==> config.mk <==
export PLATFORM = sky130hd
export DESIGN_NAME = ps2_kbd
export DESIGN_NICKNAME = d
export VERILOG_FILES = /design/src/rtl/ps2_pkg.sv /design/src/rtl/ps2_rx.sv /design/src/rtl/ps2_kbd.sv
export SDC_FILE = /design/constraint.sdc
export NUM_CORES = 1
export LEC_CHECK = 0
export CAP_MARGIN = 20
export CORE_MARGIN = 2
export CORE_UTILIZATION = 50
export DETAILED_ROUTE_END_ITERATION = 10
export PLACE_DENSITY = 0.8
export SYNTH_ARGS = -nofsm -noshare
export SYNTH_HDL_FRONTEND = slang
export SYNTH_SLANG_ARGS = --single-unit
==> constraint.sdc <==
create_clock -name clk_i -period 5.4 [get_ports clk_i]
set_input_delay 1.62 -clock clk_i [delete_from_list [all_inputs] [get_ports clk_i]]
set_output_delay 1.62 -clock clk_i [all_outputs]
set_load 0.03 [all_outputs]
==> src/rtl/ps2_pkg.sv <==
`default_nettype none
// ============================================================================
// Module      : ps2_pkg
// Description : Shared constants and types for the PS/2 keyboard controller.
//               Register select values, STATUS/CTRL bit positions, receiver
//               state enum and a 3-input majority helper.
// Revision    : 1.0 - initial release
// ============================================================================
package ps2_pkg;

    // Register select, taken from adr[2]
    localparam logic REG_DATA   = 1'b0;
    localparam logic REG_STATUS = 1'b1;

    // STATUS bit positions (CTRL writes reuse OVF/PERR/IE positions)
    localparam int ST_EMPTY_BIT   = 0;
    localparam int ST_FULL_BIT    = 1;
    localparam int ST_OVF_BIT     = 2;
    localparam int ST_PERR_BIT    = 3;
    localparam int ST_IE_BIT      = 4;
    localparam int CTRL_FLUSH_BIT = 5;
    localparam int ST_CNT_LSB     = 8;
    localparam int ST_CNT_MSB     = 13;

    typedef enum logic [1:0] {
        RX_IDLE   = 2'd0,
        RX_DATA   = 2'd1,
        RX_PARITY = 2'd2,
        RX_STOP   = 2'd3
    } rx_state_e;

    function automatic logic maj3(input logic [2:0] v);
        return (v[0] & v[1]) | (v[0] & v[2]) | (v[1] & v[2]);
    endfunction

endpackage
`default_nettype wire

==> src/rtl/ps2_rx.sv <==
`default_nettype none
// ============================================================================
// Module      : ps2_rx
// Description : PS/2 frame receiver. Synchronizes and glitch-filters the raw
//               PS/2 clock and data, strobes on filtered clock falling edges,
//               and deframes start/8 data/odd parity/stop. Partial frames are
//               dropped after 100 us without a strobe.
// Ports       : clk_i, rst_ni      - system clock, async active-low reset
//               ps2_clk_i/ps2_dat_i - raw connector lines (asynchronous)
//               byte_o              - last received byte (valid with valid_o)
//               valid_o             - one-cycle pulse, good frame
//               err_o               - one-cycle pulse, parity or stop error
// Revision    : 1.0 - initial release
// ============================================================================
module ps2_rx #(
    parameter int CLKFREQ = 10000000
) (
    input  logic       clk_i,
    input  logic       rst_ni,
    input  logic       ps2_clk_i,
    input  logic       ps2_dat_i,
    output logic [7:0] byte_o,
    output logic       valid_o,
    output logic       err_o
);
    import ps2_pkg::*;

    localparam int TIMEOUT = CLKFREQ / 10000;
    localparam int TW      = $clog2(TIMEOUT + 1);
    // Two sync flops plus three history flops must hold real samples
    // before the filtered clock level can be trusted.
    localparam logic [2:0] WARM_DONE = 3'd5;

    logic [1:0] clk_sync_q, dat_sync_q;
    logic [2:0] clk_hist_q, dat_hist_q;
    logic       clk_f_q, dat_f_q, clk_fd_q;
    logic [2:0] warm_q;
    logic       armed_q;
    logic       strobe;

    always_ff @(posedge clk_i or negedge rst_ni) begin
        if (!rst_ni) begin
            clk_sync_q <= 2'b11;
            dat_sync_q <= 2'b11;
            clk_hist_q <= 3'b111;
            dat_hist_q <= 3'b111;
            clk_f_q    <= 1'b1;
            dat_f_q    <= 1'b1;
            clk_fd_q   <= 1'b1;
            warm_q     <= 3'd0;
            armed_q    <= 1'b0;
        end else begin
            clk_sync_q <= {clk_sync_q[0], ps2_clk_i};
            dat_sync_q <= {dat_sync_q[0], ps2_dat_i};
            clk_hist_q <= {clk_hist_q[1:0], clk_sync_q[1]};
            dat_hist_q <= {dat_hist_q[1:0], dat_sync_q[1]};
            clk_f_q    <= maj3(clk_hist_q);
            dat_f_q    <= maj3(dat_hist_q);
            clk_fd_q   <= clk_f_q;
            if (warm_q != WARM_DONE) begin
                warm_q <= warm_q + 3'd1;
            end
            // Arm only on a genuinely observed high level, not the reset value
            if (warm_q == WARM_DONE && maj3(clk_hist_q)) begin
                armed_q <= 1'b1;
            end
        end
    end

    assign strobe = armed_q & clk_fd_q & ~clk_f_q;

    rx_state_e   state_q, state_d;
    logic [2:0]  bitcnt_q, bitcnt_d;
    logic [7:0]  shift_q, shift_d;
    logic        par_q, par_d;
    logic [TW-1:0] tmo_q, tmo_d;
    logic        valid_q, valid_d;
    logic        err_q, err_d;

    always_comb begin
        state_d  = state_q;
        bitcnt_d = bitcnt_q;
        shift_d  = shift_q;
        par_d    = par_q;
        tmo_d    = tmo_q;
        valid_d  = 1'b0;
        err_d    = 1'b0;
        if (state_q == RX_IDLE) begin
            tmo_d = '0;
            if (strobe && !dat_f_q) begin
                state_d  = RX_DATA;
                bitcnt_d = 3'd0;
            end
        end else if (strobe) begin
            tmo_d = '0;
            case (state_q)
                RX_DATA: begin
                    shift_d  = {dat_f_q, shift_q[7:1]};
                    bitcnt_d = bitcnt_q + 3'd1;
                    if (bitcnt_q == 3'd7) begin
                        state_d = RX_PARITY;
                    end
                end
                RX_PARITY: begin
                    par_d   = dat_f_q;
                    state_d = RX_STOP;
                end
                default: begin
                    state_d = RX_IDLE;
                    if (dat_f_q && (^{shift_q, par_q})) begin
                        valid_d = 1'b1;
                    end else begin
                        err_d = 1'b1;
                    end
                end
            endcase
        end else if (tmo_q == TW'(TIMEOUT - 1)) begin
            state_d = RX_IDLE;
            tmo_d   = '0;
        end else begin
            tmo_d = tmo_q + 1'b1;
        end
    end

    always_ff @(posedge clk_i or negedge rst_ni) begin
        if (!rst_ni) begin
            state_q  <= RX_IDLE;
            bitcnt_q <= 3'd0;
            shift_q  <= 8'd0;
            par_q    <= 1'b0;
            tmo_q    <= '0;
            valid_q  <= 1'b0;
            err_q    <= 1'b0;
        end else begin
            state_q  <= state_d;
            bitcnt_q <= bitcnt_d;
            shift_q  <= shift_d;
            par_q    <= par_d;
            tmo_q    <= tmo_d;
            valid_q  <= valid_d;
            err_q    <= err_d;
        end
    end

    // shift_q is stable in IDLE until the next frame's first data strobe
    assign byte_o  = shift_q;
    assign valid_o = valid_q;
    assign err_o   = err_q;

endmodule
`default_nettype wire

==> src/rtl/ps2_kbd.sv <==
`default_nettype none
// ============================================================================
// Module      : ps2_kbd
// Description : PS/2 keyboard controller with scan-code FIFO and Wishbone
//               slave register interface (DATA at adr[2]=0, STATUS/CTRL at
//               adr[2]=1) and a level interrupt.
// Ports       : clk_i, rst_ni          - system clock, async active-low reset
//               wb_*                   - 32-bit Wishbone slave
//               ps2_clk_i, ps2_dat_i   - raw PS/2 connector lines
//               interrupt_o            - FIFO not empty and IE set
// Revision    : 1.0 - initial release
// ============================================================================
module ps2_kbd #(
    parameter int CLKFREQ = 10000000,
    parameter int DEPTH   = 8
) (
    input  logic        clk_i,
    input  logic        rst_ni,
    input  logic [31:0] wb_adr_i,
    input  logic [31:0] wb_dat_i,
    output logic [31:0] wb_dat_o,
    input  logic        wb_we_i,
    input  logic [3:0]  wb_sel_i,
    input  logic        wb_cyc_i,
    input  logic        wb_stb_i,
    output logic        wb_ack_o,
    input  logic        ps2_clk_i,
    input  logic        ps2_dat_i,
    output logic        interrupt_o
);
    import ps2_pkg::*;

    localparam int AW = $clog2(DEPTH);
    localparam int CW = AW + 1;

    logic [7:0] rx_byte;
    logic       rx_valid, rx_err;

    ps2_rx #(.CLKFREQ(CLKFREQ)) u_rx (
        .clk_i     (clk_i),
        .rst_ni    (rst_ni),
        .ps2_clk_i (ps2_clk_i),
        .ps2_dat_i (ps2_dat_i),
        .byte_o    (rx_byte),
        .valid_o   (rx_valid),
        .err_o     (rx_err)
    );

    logic [7:0]    mem [DEPTH];
    logic [AW-1:0] wptr_q, rptr_q;
    logic [CW-1:0] count_q;
    logic          ovf_q, perr_q, ie_q;
    logic          seen_q, ack_q;
    logic [31:0]   dat_q, dat_d;

    logic empty, full, req, first, sel_stat;
    logic rd_data, pop, wr_ctrl, flush, push_ok, ovf_set;
    logic [5:0]  cnt6;
    logic [31:0] status;
    logic        w_unused;

    assign req      = wb_cyc_i & wb_stb_i;
    // Act once per strobe: a held strobe is not seen as a new access
    assign first    = req & ~seen_q;
    assign sel_stat = wb_adr_i[2];
    assign empty    = (count_q == '0);
    assign full     = (count_q == CW'(DEPTH));
    assign rd_data  = first & ~wb_we_i & (sel_stat == REG_DATA);
    assign pop      = rd_data & ~empty;
    assign wr_ctrl  = first & wb_we_i & (sel_stat == REG_STATUS) & wb_sel_i[0];
    assign flush    = wr_ctrl & wb_dat_i[CTRL_FLUSH_BIT];
    // A pop in the same cycle frees the slot, so a full FIFO still accepts
    assign push_ok  = rx_valid & (~full | pop);
    assign ovf_set  = rx_valid & full & ~pop;
    assign cnt6     = 6'(count_q);

    assign w_unused = &{1'b0, wb_adr_i[31:3], wb_adr_i[1:0],
                        wb_dat_i[31:6], wb_dat_i[1:0], wb_sel_i[3:1]};

    always_comb begin
        status = '0;
        status[ST_EMPTY_BIT]           = empty;
        status[ST_FULL_BIT]            = full;
        status[ST_OVF_BIT]             = ovf_q;
        status[ST_PERR_BIT]            = perr_q;
        status[ST_IE_BIT]              = ie_q;
        status[ST_CNT_MSB:ST_CNT_LSB]  = cnt6;
    end

    always_comb begin
        dat_d = '0;
        if (first && !wb_we_i) begin
            if (sel_stat == REG_STATUS) begin
                dat_d = status;
            end else if (!empty) begin
                dat_d = {23'd0, 1'b1, mem[rptr_q]};
            end
        end
    end

    always_ff @(posedge clk_i) begin
        if (push_ok) begin
            mem[wptr_q] <= rx_byte;
        end
    end

    always_ff @(posedge clk_i or negedge rst_ni) begin
        if (!rst_ni) begin
            wptr_q  <= '0;
            rptr_q  <= '0;
            count_q <= '0;
            ovf_q   <= 1'b0;
            perr_q  <= 1'b0;
            ie_q    <= 1'b0;
            seen_q  <= 1'b0;
            ack_q   <= 1'b0;
            dat_q   <= '0;
        end else begin
            seen_q <= req;
            ack_q  <= first;
            dat_q  <= dat_d;

            if (flush) begin
                wptr_q  <= '0;
                rptr_q  <= '0;
                count_q <= '0;
            end else begin
                if (push_ok) begin
                    wptr_q <= wptr_q + 1'b1;
                end
                if (pop) begin
                    rptr_q <= rptr_q + 1'b1;
                end
                if (push_ok && !pop) begin
                    count_q <= count_q + 1'b1;
                end else if (!push_ok && pop) begin
                    count_q <= count_q - 1'b1;
                end
            end

            // Setting events win over a simultaneous software clear
            if (ovf_set) begin
                ovf_q <= 1'b1;
            end else if (wr_ctrl && wb_dat_i[ST_OVF_BIT]) begin
                ovf_q <= 1'b0;
            end
            if (rx_err) begin
                perr_q <= 1'b1;
            end else if (wr_ctrl && wb_dat_i[ST_PERR_BIT]) begin
                perr_q <= 1'b0;
            end
            if (wr_ctrl) begin
                ie_q <= wb_dat_i[ST_IE_BIT];
            end
        end
    end

    assign wb_ack_o    = ack_q;
    assign wb_dat_o    = dat_q;
    assign interrupt_o = ie_q & ~empty;

endmodule
`default_nettype wire

# After elaboration in Yosys (flattened, before gate mapping)
# Memory sizes are Yosys's and may differ from the RTL's.
# Index checks and enable logic that the tools add are counted.
dict set report word_totals {
  register_bits 90
  ramBits 64
  inputBits 75
  wordCells 141
  memories 1
}
dict set report op_classes {
  addsub 7
  eq_ne 9
  muxes 37
  n_bitwise 34
  n_reduce_logical 28
}
# name words word_bits read_ports rd_clocked_by_memory_dff wr line
set mem_list {}
lappend mem_list {mem 8 8 1 0 1 ps2_kbd.sv:49} ;# logic [7:0] mem [DEPTH];
# op n
set ops {}
lappend ops {{10-bit two-way mux} 3}
lappend ops {{12-bit two-way mux} 2}
lappend ops {{3-bit two-way mux} 8}
lappend ops {{1-bit AND} 21}
lappend ops {{1-bit two-way mux} 14}
lappend ops {{3-bit by 1-bit adder with 3-bit output (second input constant)} 4}
lappend ops {{4-bit two-way mux} 3}
lappend ops {{3-bit AND reduction} 4}
lappend ops {{2-bit nonzero test} 6}
lappend ops {{10-bit by 1-bit adder with 10-bit output (second input constant)} 1}
lappend ops {{10-bit == test (second input constant)} 1}
lappend ops {{2-bit two-way mux} 5}
lappend ops {{9-bit two-way mux} 1}
lappend ops {{9-bit parity} 1}
lappend ops {{1-bit logical AND} 8}
lappend ops {{1-bit NOT} 8}
lappend ops {{3-bit == test (second input constant)} 2}
lappend ops {{3-bit nonzero test} 2}
lappend ops {{1-bit bitwise OR} 5}
lappend ops {{4-bit by 1-bit adder with 4-bit output (second input constant)} 1}
lappend ops {{4-bit == test (second input constant)} 1}
lappend ops {{1-bit zero test} 4}
lappend ops {{4-bit zero test} 1}
lappend ops {{4-bit inequality test (second input constant)} 1}
lappend ops {{8 further kinds} 8}

# Longest topological paths before layout
# Gate-level depths: netlist of run 1.
dict set report logic_depth {
  ltp_word 12
  mapped_depth 9
}

# Cells and area by module
# Synthesis of run 1 repeated with hierarchy kept, for this count alone.
dict set report unflattened {
  hier_cells 402
  area_unflattened_um2 5745.5
}
# module n_inst cells_each area_each_um2 seq_area_each_um2
set by_module_without_submodules {}
lappend by_module_without_submodules {ps2_kbd 1 249 3897.5 2597.5}
lappend by_module_without_submodules {ps2_rx 1 153 1848.0 1092.3}

# Worst setup path before layout of run 1
# OpenSTA, ideal clock, no wires.
dict set report synth_path {
  kind {input-to-reg}
  start {input wb_we_i}
  end {register count_q[3]}
  setup_ns 0.126
  t_arrival_ns 3.313
  t_required_ns 5.274
  slack_ns 1.961
  path_stages 8
  path_buffers 0
  path_cell_list {nand4bb_4 > o311ai_2 > ha_1 > a21o_1 > a21o_1 > and4_1 > nor3_1 > nor3b_2}
}
dict set report synth_between {
  elab_chain_cells 9
  word_cells_on_any_way 17
  cone_classes {mux: 2; bitwise: 10; reduce/logical: 5}
}
# item line
set synth_rtl {}
lappend synth_rtl {{start: declaration} ps2_kbd.sv:22} ;# input logic wb_we_i,
lappend synth_rtl {{1-bit NOT} ps2_kbd.sv:68} ;# assign rd_data = first & ~wb_we_i & (sel_stat == REG_DATA);
lappend synth_rtl {{1-bit AND (2 in series)} ps2_kbd.sv:68}
lappend synth_rtl {{1-bit AND} ps2_kbd.sv:69} ;# assign pop = rd_data & ~empty;
lappend synth_rtl {{1-bit bitwise OR} ps2_kbd.sv:73} ;# assign push_ok = rx_valid & (~full | pop);
lappend synth_rtl {{1-bit AND} ps2_kbd.sv:73}
lappend synth_rtl {{1-bit logical AND or 1-bit zero test (tied branches)} {ps2_kbd.sv:134, ps2_kbd.sv:136}}
lappend synth_rtl {{4-bit two-way mux or 1-bit logical AND (tied branches)} {ps2_kbd.sv:134, ps2_kbd.sv:136}}
lappend synth_rtl {{4-bit two-way mux or 3-bit nonzero test (tied branches)} --}
lappend synth_rtl {{end signal: assignment} ps2_kbd.sv:135} ;# count_q <= count_q + 1'b1;
lappend synth_rtl {{end signal: assignment} ps2_kbd.sv:137} ;# count_q <= count_q - 1'b1;
lappend synth_rtl {{end: declaration} ps2_kbd.sv:51} ;# logic [CW-1:0] count_q;
# Parallel ways exist; a longest one is shown, timed or not.
# A chain may end at the register's enable or synchronous reset.

# Worst setup path in the final report of run 1
dict set report layout_path {
  start {register count_q[0]}
  end {output interrupt_o}
}
dict set report layout_between {
  elab_chain_cells 3
}
# item line
set layout_rtl {}
lappend layout_rtl {{4-bit zero test} ps2_kbd.sv:66} ;# assign empty = (count_q == '0);
lappend layout_rtl {{1-bit NOT} ps2_kbd.sv:160} ;# assign interrupt_o = ie_q & ~empty;
lappend layout_rtl {{1-bit AND} ps2_kbd.sv:160}
lappend layout_rtl {{end: declaration} ps2_kbd.sv:29} ;# output logic interrupt_o
# Every way passes these cells.

==> metrics.md, run 1 <==
| Metric | Value |
|---|---|
| Worst endpoint required time | `3.78 ns` |
| CP top delay family | `simple AND/OR/NAND/NOR gates` |
| # port buffers | `26` |
| Worst Hold Depth | `0` |
| Final Skew | `0.01009 ns` |
| Overall Global Routing Usage | `17.55%` |
| Area Growth Syn to Fin | `15.95%` |
| Final wirelength | `10.06 mm` |
| Placed cell count | `557` |
| CP cell instances | `nor4_4 -> nor2b_1 -> clkdlybuf4s50_1` |
| First-pass GRT wire length | `16.62 mm` |
| Worst slew pin tran | `0.8609 ns` |
| Worst R2R Path Depth | `8` |
| DR WL/cell | `17.05 µm` |
| Crit end category | `primary output` |
| Worst Path Max Fanout | `7` |
| DRT antenna net count | `0` |
| Detailed placement HPWL | `6.409 mm` |
| Worst rel slew slack | `42.61%` |
| H-tree depth | `4` |
| Main synth FF type | `edfxtp_1` |
| RSZ-0062 raised after global routing | `false` |
| Setup violators final | `0` |
| Asr flop ratio synth | `52.24%` |
| Fin Setup TNS | `0 ns` |
| Multi-input combinational cell area | `1864 µm²` |
| Critical Path AT | `2.15 ns` |
| Highest-count cells in the layout ignoring fill and taps | `edfxtp_1, dfrtp_1, nor2_1` |
| CTS tree | `yes` |
| Die X-Extent | `111.2 µm` |
| Hold WS | `0.3533 ns` |
| Initial Util | `50.71%` |
| Final Instance Area | `6656 µm²` |
| Synth area leader | `edfxtp_1` |
| Post_cts resized | `0` |
| Clk Latency, worst-skew pair | `0.42 ns` |
| Lkg Pwr | `2.588 nW` |
| HP Class | `reg2reg` |
| Power Dens Cells | `511.1 nW/µm²` |
| Fin cells | `590` |
| Die Ht | `111.2 µm` |
| GPL Wtd Cong | `0.8015` |
| Share of cells above drive strength 1 | `19.02%` |
| Commonest non-fill, non-tap cell in the layout | `edfxtp_1` |
| DRC viols | `0` |
| First-pass iteration count of the detailed router | `4` |
| Clk buf depth | `2` |
| Instance area at placement | `6048 µm²` |
| Initial antenna violation count | `0` |
| Initial DRC Count | `183` |
| Synth Cell Area | `5741 µm²` |
| Crit path kind | `reg2out` |
| DR vias | `3205` |
| Synthesized instance count | `399` |
| Die area | `12350 µm²` |
| Post-synth EDFFs | `64` |
| Largest net degree at the start of global routing | `38` |
| Yosys cell types | `52` |
| Tcrit/Tclk final | `69.76%` |
| Synth top area share | `33.48%` |
| Syn avg cell area | `14.39 µm²` |
| Status | `finished, final reports clean` |
| Postcts setup bufs | `0` |
| Fillers | `846` |
| MaxCap Viol Count | `0` |
| Min-Delay Startpoint | `u_rx.dat_sync_q[1]` |
| Clock Pin Slew Worst Setup and Hold Paths | `0.06 ns` |
| Core Area | `11320 µm²` |
| Root Buffer Master | `clkbuf_16` |
| Reg-to-reg endpoint | `count_q[3]` |
| Maximum vdd drop | `0.3325 mV` |
| Final slew viol count | `0` |
| Crit path time final | `3.767 ns` |
| # clock sinks | `134` |
| Fmax | `0.2655 GHz` |
| Sequential area share after synthesis | `64.28%` |
| CP Buf/Inv Count | `1` |
| Number of global-route vias before repair | `3272` |
| Antenna Diode Count | `0` |
| Synth top area cells | `edfxtp_1, dfrtp_1, mux4_2` |
| Count of hold-fix buffers inserted at cts | `0` |
| #FFs+latches synth | `134` |
| Hold path endpoint | `u_rx.dat_hist_q[0]` |
| Total CTS buffers | `17` |
| Register area | `3690 µm²` |
| Grt ovf | `0` |
| Standard-cell rows | `39` |
| CP max-delay cell | `clkdlybuf4s50_1` |
| CP max stage delay | `0.61 ns` |
| Vias per cell | `5.432` |
| Startpoint types | `flip-flop` |
| Final Hold Viols | `0` |
| Top Ports | `109` |
| Synthesis Warnings | `0` |
| Worst R2R Setup Slack | `2.84 ns` |
| Final nets | `523` |
| Reg2Reg Launch Point | `count_q[0]` |
==> per-layer routing <==
metal / vias to the layer above / wire length, µm / share of wire, % / track usage (%)
li1: 1466 / - / - / -
met1: 1640 / 4144 / 41 / 21.12
met2: 84 / 5276 / 52 / 29.94
met3: 15 / 437 / 4.3 / 4.483
met4: 0 / 204 / 2.0 / 7.901
met5: - / 0 / 0 / 0
==> worst max path at each step <==
stage,start,end,slack (ns),cells past startpoint
after floorplan,wb_we_i,count_q[3],1.96,8
after global placement,wb_we_i,mem[4][5],1.35,6
after detailed placement,wb_we_i,mem[4][5],1.26,6
after global routing,count_q[1],interrupt_o,1.55,3
after CTS,count_q[1],interrupt_o,1.62,3
final,count_q[0],interrupt_o,1.63,3
==> per-stage QoR <==
stage / total power [mW] / utilization [%] / worst slack (ns)
after global placement: 2.213 / 53.43 / 1.349
final: 3.402 / 58.80 / 1.633
after detailed placement: 2.269 / 53.43 / 1.259
after floorplan: 2.084 / - / 1.961
after CTS: 3.397 / 58.55 / 1.618
after global routing: 3.581 / 58.80 / 1.554
==> sequential cells by signal (all words and copies together), names as in the netlist, 2 cells and up <==
register and flops:
wb_dat_o 12, count_q 4, u_rx.warm_q 3, mem 64, u_rx.state_q 2, u_rx.bitcnt_q 3, u_rx.dat_hist_q 3, u_rx.byte_o 8
u_rx.dat_sync_q 2, rptr_q 3, u_rx.tmo_q 10, u_rx.clk_sync_q 2, wptr_q 3, u_rx.clk_hist_q 3
==> cell type report <==
class                      count  share of cell area [%]
clock inverter                15                   2.331
inverter                      10                  0.5639
timing repair buffer          30                   4.586
multi-input combinational    241                   28.01
clock buffer                  17                   6.391
sequential                   134                   55.43
tap                          143                   2.688
==> power by group <==
group	switching [mW]	total (mW)	internal, mW
logic	0.360	0.787	0.427
registers	0.227	1.49	1.26
clock network	0.444	1.12	0.680
==> cells by family after synthesis <==
kind of cell / count (synthesis) / synth area share [%]
AND/OR/NAND/NOR: 116 / 10.64
XOR/XNOR: 21 / 3.444
buffers and inverters: 43 / 4.490
adder cells (fa/ha/maj): 16 / 3.531
flip-flops: 134 / 64.28
other: 1 / 0.06533
AO/OA/AOI/OAI: 33 / 3.749
multiplexers: 35 / 9.808
==> cell usage after synthesis (all sizes together), types with 3 or more instances <==
cell type,number
inv,10
and2,3
nand2,29
xnor2,11
buf,29
edfxtp,64
nand2b,4
a21oi,9
mux2i,9
clkbuf,4
ha,13
nor3,9
xor2,9
mux4,16
and3,6
nand3,12
o21ai,13
nor2,38
a21o,3
mux2,10
dfrtp,57
dfstp,13
Note: power is estimated with default switching activity, not from simulation.
==> run 2: changes to the inputs <==
==> constraint.sdc (replaced) <==
create_clock -name clk_i -period 3.8 [get_ports clk_i]
set_input_delay 1.14 -clock clk_i [delete_from_list [all_inputs] [get_ports clk_i]]
set_output_delay 1.14 -clock clk_i [all_outputs]
set_load 0.03 [all_outputs]
==> run 2 against run 1 <==
  * Combinational power increased by 41%
  * Die area unchanged
  * Worst hold slack better by 0.0016 ns
  * Sequential cell count unchanged
  * Design area rose by 2.2%
  * Clock skew unchanged
  * Highest routed layer unchanged
  * Count of clock-buffer cells in the layout grew 1
  * Utilization is 1.3 points higher
  * Register-to-register slack got worse by 1.6 ns
  * Total power grew 50%
  * Sequential power rose by 44%
==> metrics.md, run 2 (synthesized netlist as in run 1, its figures left out) <==
| Metric | Value |
|---|---|
| Lkg Pwr | `2.687 nW (+3.8%)` |
| Detailed placement HPWL | `6.144 mm (-4.1%)` |
| Status | `finished, final reports clean` |
| Worst Path Max Fanout | `7 (unchanged)` |
| Final Hold Viols | `0 (unchanged)` |
| Tcrit/Tclk final | `86.78%` |
| CP Buf/Inv Count | `1 (unchanged)` |
| Cell internal pwr | `3.628 mW (+53%)` |
| H-tree depth | `4 (unchanged)` |
| Share of cells above drive strength 1 | `20.44% (+1.4 points)` |
| DRT antenna net count | `0 (unchanged)` |
| Standard-cell rows | `39 (unchanged)` |
| Initial Util | `50.71% (unchanged)` |
| Flop pwr share | `41.9% (-1.9 points)` |
| CTS tree | `yes` |
| Highest-count cells in the layout ignoring fill and taps | `edfxtp_1, dfrtp_1, nor2_1` |
| CP max-delay cell | `clkdlybuf4s50_1` |
| First-pass GRT wire length | `16.82 mm (+1.2%)` |
| Clk buf depth | `2 (unchanged)` |
| Maximum vdd drop | `0.3561 mV (+7.1%)` |
| HP Class | `reg2reg` |
| CP max stage delay | `0.62 ns (about the same)` |
| CP top delay family | `simple AND/OR/NAND/NOR gates` |
| Startpoint types | `flip-flop` |
| Initial antenna violation count | `0 (unchanged)` |
| Count of hold-fix buffers inserted at cts | `0 (unchanged)` |
| Fin Setup TNS | `0 ns (unchanged)` |
| Die Ht | `111.2 µm (unchanged)` |
| Largest net degree at the start of global routing | `71 (+87%)` |
| First-pass iteration count of the detailed router | `4 (unchanged)` |
| Fmax | `0.3033 GHz` |
| Worst slew pin tran | `0.8222 ns (-0.03867 ns)` |
| Gate power share | `21.8% (-1.3 points)` |
| Min-Delay Startpoint | `u_rx.clk_sync_q[1]` |
| Top reg by flops | `mem` |
| Final nets | `531 (+1.5%)` |
| Critical Path AT | `2.16 ns (about the same)` |
| Worst R2R Path Depth | `8 (unchanged)` |
| CP cell instances | `nor4_4 -> nor2b_1 -> clkdlybuf4s50_1` |
| Clock Pin Slew Worst Setup and Hold Paths | `0.06 ns (about the same)` |
| Overall Global Routing Usage | `17.60% (+0.055 points)` |
| Reg-to-reg endpoint | `count_q[3]` |
| Die area | `12350 µm² (unchanged)` |
| Worst rel slew slack | `45.18% (+2.6 points)` |
| DRC viols | `0 (unchanged)` |
| Final slew viol count | `0 (unchanged)` |
| Reg2Reg Launch Point | `count_q[0]` |
| GPL Wtd Cong | `0.7874 (-1.8%)` |
| Top Ports | `109 (unchanged)` |
| Power Dens Cells | `750.1 nW/µm² (+47%)` |
| RSZ-0062 raised after global routing | `false` |
| Postcts setup bufs | `0 (unchanged)` |
| Antenna Diode Count | `0 (unchanged)` |
| Core Area | `11320 µm² (unchanged)` |
| Setup violators final | `0 (unchanged)` |
| Instance area at placement | `6128 µm² (+1.3%)` |
| Initial DRC Count | `163 (-11%)` |
| Total CTS buffers | `17 (unchanged)` |
| Die X-Extent | `111.2 µm (unchanged)` |
| Clock share of power | `36.3% (+3.3 points)` |
| Final Instance Area | `6804 µm² (+2.2%)` |
| Vias per cell | `5.390 (-0.78%)` |
| Worst R2R Setup Slack | `1.27 ns (-1.57 ns)` |
| Utilization after layout | `60.10% (+1.3 points)` |
| Clk Latency, worst-skew pair | `0.41 ns (about the same)` |
| Crit path kind | `reg2out` |
| Hold path endpoint | `u_rx.clk_hist_q[0]` |
| Final Skew | `0.01009 ns (unchanged)` |
| Commonest non-fill, non-tap cell in the layout | `edfxtp_1` |
| DR vias | `3223 (+0.56%)` |
| Final wirelength | `10.10 mm (+0.39%)` |
| Worst Hold Depth | `0 (unchanged)` |
| Crit end category | `primary output` |
| Number of global-route vias before repair | `3330 (+1.8%)` |
| Grt ovf | `0 (unchanged)` |
| Area Growth Syn to Fin | `18.53%` |
| # port buffers | `26 (unchanged)` |
| Worst endpoint required time | `2.66 ns (-1.12 ns)` |
| DR WL/cell | `16.89 µm (-0.96%)` |
| Post_cts resized | `0 (unchanged)` |
| Crit path launch | `count_q[0]` |
| Switching Share | `28.91% (-1.4 points)` |
| MaxCap Viol Count | `0 (unchanged)` |
| Sw Pwr | `1.476 mW (+43%)` |
| Root Buffer Master | `clkbuf_16` |
| Crit path time final | `3.298 ns` |
| # clock sinks | `134 (unchanged)` |
| Max reg flops | `64 (unchanged)` |
-- run 2: cell types whose count changed in the layout (fill, tap and decap cells not counted) --
cell | previous run | this run
clkinv_4 | 2 | 3
buf_16 | 1 | 0
buf_12 | 0 | 1
buf_4 | 3 | 11
clkinv_2 | 2 | 1
clkbuf_1 | 0 | 1
clkinvlp_4 | 5 | 0
clkinv_1 | 1 | 0
bufinv_16 | 2 | 6
inv_6 | 3 | 4
-- run 2: cell type report --
type	count	area, µm²
timing repair buffer	38	357.8
tap	143	178.9
multi-input combinational	241	1864
fill	836	4517
clock buffer	18	429.2
inverter	10	37.54
sequential	134	3690
clock inverter	14	246.5
-- run 2: metal layers --
metal / vias to the layer above / GRT usage, % / wire length (µm)
met4: 0 / 6.749 / 163
li1: 1483 / - / -
met5: - / 0 / 0
met1: 1622 / 21.71 / 4170
met3: 13 / 5.194 / 558
met2: 105 / 29.53 / 5208
-- run 2: how the worst max path moves through the flow --
stage               slack [ns]  depth (start not counted)     endpoint
floorplan                 0.84                          8   count_q[3]
global placement          0.38                          9   count_q[3]
detailed placement        0.34                          9   count_q[3]
CTS                       0.47                          3  interrupt_o
global route              0.39                          3  interrupt_o
finish                    0.50                          3  interrupt_o
-- run 2: power by group through the flow --
stage | combinational (mW) | sequential [mW] | clock [mW]
4_1_cts | 1.12 | 2.14 | 1.88
2_1_floorplan | 0.963 | 2.00 | 0
5_1_grt | 1.22 | 2.18 | 1.94
3_3_place_gp | 1.03 | 2.13 | 0
3_5_place_dp | 1.08 | 2.15 | 0
6_report | 1.11 | 2.14 | 1.85
-- run 2: stage by stage --
| stage | total power, mW | instances | setup WS, ns | hold slack (ns) |
|---|---|---|---|---|
| finish | 5.104 | 598 | 0.5024 | 0.3549 |
| global route | 5.346 | 598 | 0.3860 | 0.3598 |
| CTS | 5.141 | 598 | 0.4702 | 0.3564 |
| detailed placement | 3.238 | 566 | 0.3367 | 0.3476 |
| global placement | 3.155 | 566 | 0.3784 | 0.3458 |
| floorplan | 2.962 | 418 | 0.8412 | 0.3452 |
==> run 3: changes to the inputs <==
--- a/config.mk
+++ b/config.mk
@@ -7,9 +7,9 @@
 export LEC_CHECK = 0
 export CAP_MARGIN = 20
 export CORE_MARGIN = 2
-export CORE_UTILIZATION = 50
+export CORE_UTILIZATION = 52
 export DETAILED_ROUTE_END_ITERATION = 10
-export PLACE_DENSITY = 0.8
+export PLACE_DENSITY = 0.83
 export SYNTH_ARGS = -nofsm -noshare
 export SYNTH_HDL_FRONTEND = slang
 export SYNTH_SLANG_ARGS = --single-unit
==> run 3 against run 2 <==
  * Sequential power about the same
  * Die area down 3.7%
  * Combinational power about the same
  * Routed wire length increased by 0.31%
  * Worst hold slack better by 0.0010 ns
  * Utilization increased by 2.1 points
  * Setup slack lost 0.12 ns
  * Sequential share of layout area up 0.75 points
==> metrics.md, run 3 (synthesized netlist as in run 1, its figures left out) <==
| Metric | Value |
|---|---|
| Largest net degree at the start of global routing | `45 (-37%)` |
| Share of cells above drive strength 1 | `20.61% (+0.17 points)` |
| Status | `finished, final reports clean` |
| Lkg Pwr | `2.646 nW (-1.5%)` |
| Core Area | `10790 µm² (-4.7%)` |
| Tcrit/Tclk final | `90.01% (+3.2 points)` |
| Antenna Diode Count | `0 (unchanged)` |
| Sw Pwr | `1.444 mW (-2.1%)` |
| Vias per cell | `5.384 (-0.10%)` |
| Initial Util | `53.19% (+2.5 points)` |
| DRT antenna net count | `0 (unchanged)` |
| Die Ht | `109.1 µm (-1.9%)` |
| Switching Share | `30.08% (+1.2 points)` |
| Setup violators final | `0 (unchanged)` |
| First-pass iteration count of the detailed router | `4 (unchanged)` |
| Area Growth Syn to Fin | `16.91%` |
| Fin Setup TNS | `0 ns (unchanged)` |
| Maximum vdd drop | `0.3651 mV (+2.5%)` |
| Worst Path Max Fanout | `7 (unchanged)` |
| Instance area at placement | `6120 µm² (-0.14%)` |
| Crit end category | `primary output` |
| Final Skew | `0.008642 ns (-0.001449 ns)` |
| CP cell instances | `nor4_4 -> nor2b_1 -> clkdlybuf4s50_1` |
| Fmax | `0.2924 GHz (-3.6%)` |
| Critical Path AT | `2.28 ns (+0.12 ns)` |
| Count of hold-fix buffers inserted at cts | `0 (unchanged)` |
| Top reg by flops | `mem` |
| Final wirelength | `10.13 mm (+0.31%)` |
| CP max-delay cell | `clkdlybuf4s50_1` |
| HP Class | `reg2reg` |
| Final setup margin | `0.3795 ns (-0.1229 ns)` |
| Number of global-route vias before repair | `3356 (+0.78%)` |
| Min-Delay Startpoint | `u_rx.clk_sync_q[0]` |
| CP Buf/Inv Count | `1 (unchanged)` |
| Initial DRC Count | `129 (-21%)` |
| Standard-cell rows | `38 (-2.6%)` |
| Clk Latency, worst-skew pair | `0.52 ns (+0.11 ns)` |
| GPL Wtd Cong | `0.8216 (+4.3%)` |
| Overall Global Routing Usage | `18.99% (+1.4 points)` |
| Post_cts resized | `0 (unchanged)` |
| Worst slew pin tran | `0.8093 ns (-0.01294 ns)` |
| DRC viols | `0 (unchanged)` |
| # clock sinks | `134 (unchanged)` |
| Crit path kind | `reg2out` |
| Max reg flops | `64 (unchanged)` |
| Crit path launch | `count_q[0]` |
| Clock Pin Slew Worst Setup and Hold Paths | `0.06 ns (about the same)` |
| Reg2Reg Launch Point | `count_q[0]` |
| Highest-count cells in the layout ignoring fill and taps | `edfxtp_1, dfrtp_1, nor2_1` |
| MaxCap Viol Count | `0 (unchanged)` |
| Worst endpoint required time | `2.66 ns (about the same)` |
| Die area | `11900 µm² (-3.7%)` |
| Clk buf depth | `2 (unchanged)` |
| Final Instance Area | `6711 µm² (-1.4%)` |
| CP top delay family | `simple AND/OR/NAND/NOR gates` |
| Final slew viol count | `0 (unchanged)` |
| Worst rel slew slack | `46.05% (+0.86 points)` |
| CTS tree | `yes` |
| Grt ovf | `0 (unchanged)` |
| Root Buffer Master | `clkbuf_8` |
| Postcts setup bufs | `0 (unchanged)` |
| Final Hold Viols | `0 (unchanged)` |
| Top Ports | `109 (unchanged)` |
| First-pass GRT wire length | `16.55 mm (-1.6%)` |
| Startpoint types | `flip-flop` |
| Commonest non-fill, non-tap cell in the layout | `edfxtp_1` |
| # port buffers | `26 (unchanged)` |
| RSZ-0062 raised after global routing | `false` |
| Total CTS buffers | `17 (unchanged)` |
| Gate power share | `22.8% (+1.0 points)` |
| Detailed placement HPWL | `6.526 mm (+6.2%)` |
| DR vias | `3209 (-0.43%)` |
| Initial antenna violation count | `0 (unchanged)` |
| Final nets | `532 (+0.19%)` |
| Cell internal pwr | `3.358 mW (-7.5%)` |
| Flop pwr share | `44.6% (+2.7 points)` |
| Clock share of power | `32.6% (-3.7 points)` |
| H-tree depth | `4 (unchanged)` |
| Die X-Extent | `109.1 µm (-1.9%)` |
| Power Dens Cells | `715.5 nW/µm² (-4.6%)` |
| CP max stage delay | `0.61 ns (about the same)` |
| DR WL/cell | `17.00 µm (+0.64%)` |
| Crit path time final | `3.421 ns (+0.1229 ns)` |
| Post-Place Setup Slack | `0.2726 ns (-0.06411 ns)` |
-- run 3: power groups by stage --
stage	Sequential (mW)	Combinational (mW)	Clock, mW
6_report	2.14	1.10	1.57
5_1_grt	2.18	1.21	1.65
4_1_cts	2.14	1.11	1.59
3_5_place_dp	2.16	1.09	0
3_3_place_gp	2.13	1.02	0
2_1_floorplan	2.00	0.963	0
-- run 3: layer usage --
layer / global-route usage [%] / vias to the layer above / part of all wire (%)
met3: 5.918 / 15 / 5.0
li1: - / 1487 / -
met4: 7.234 / 0 / 1.1
met2: 33.54 / 94 / 55
met5: 0 / - / 0
met1: 21.50 / 1613 / 39
-- run 3: layout make-up --
| class | count | area [µm²] |
|---|---|---|
| Sequential cell | 134 | 3690 |
| Fill cell | 783 | 4081 |
| Multi-Input combinational cell | 241 | 1864 |
| Tap cell | 140 | 175.2 |
| Clock inverter | 8 | 57.56 |
| Timing Repair Buffer | 39 | 352.8 |
| Inverter | 10 | 37.54 |
| Clock buffer | 24 | 534.3 |
-- run 3: path summary, 6_finish.rpt --
| kind | to | slack [ns] | cells past startpoint |
|---|---|---|---|
| min in group asynchronous | u_rx.tmo_q[8] | 0.61 | 2 |
| max in group asynchronous | wb_dat_o[3] | 2.71 | 2 |
| worst min register to register | u_rx.clk_sync_q[1] | 0.36 | 0 |
| worst max register to register | count_q[3] | 1.26 | 8 |
| worst max-delay path | interrupt_o | 0.38 | 3 |
| worst min-delay path | u_rx.clk_sync_q[1] | 0.36 | 0 |
-- run 3: per-stage QoR --
stage               total power [mW]  utilization (%)  hold slack [ns]  instances
global placement               3.149            56.70           0.3468        564
detailed placement             3.245            56.70           0.3470        564
CTS                            4.836            62.18           0.3561        596
floorplan                      2.962                -           0.3452        418
finish                         4.802            62.18           0.3559        596
global route                   5.036            62.18           0.3629        596
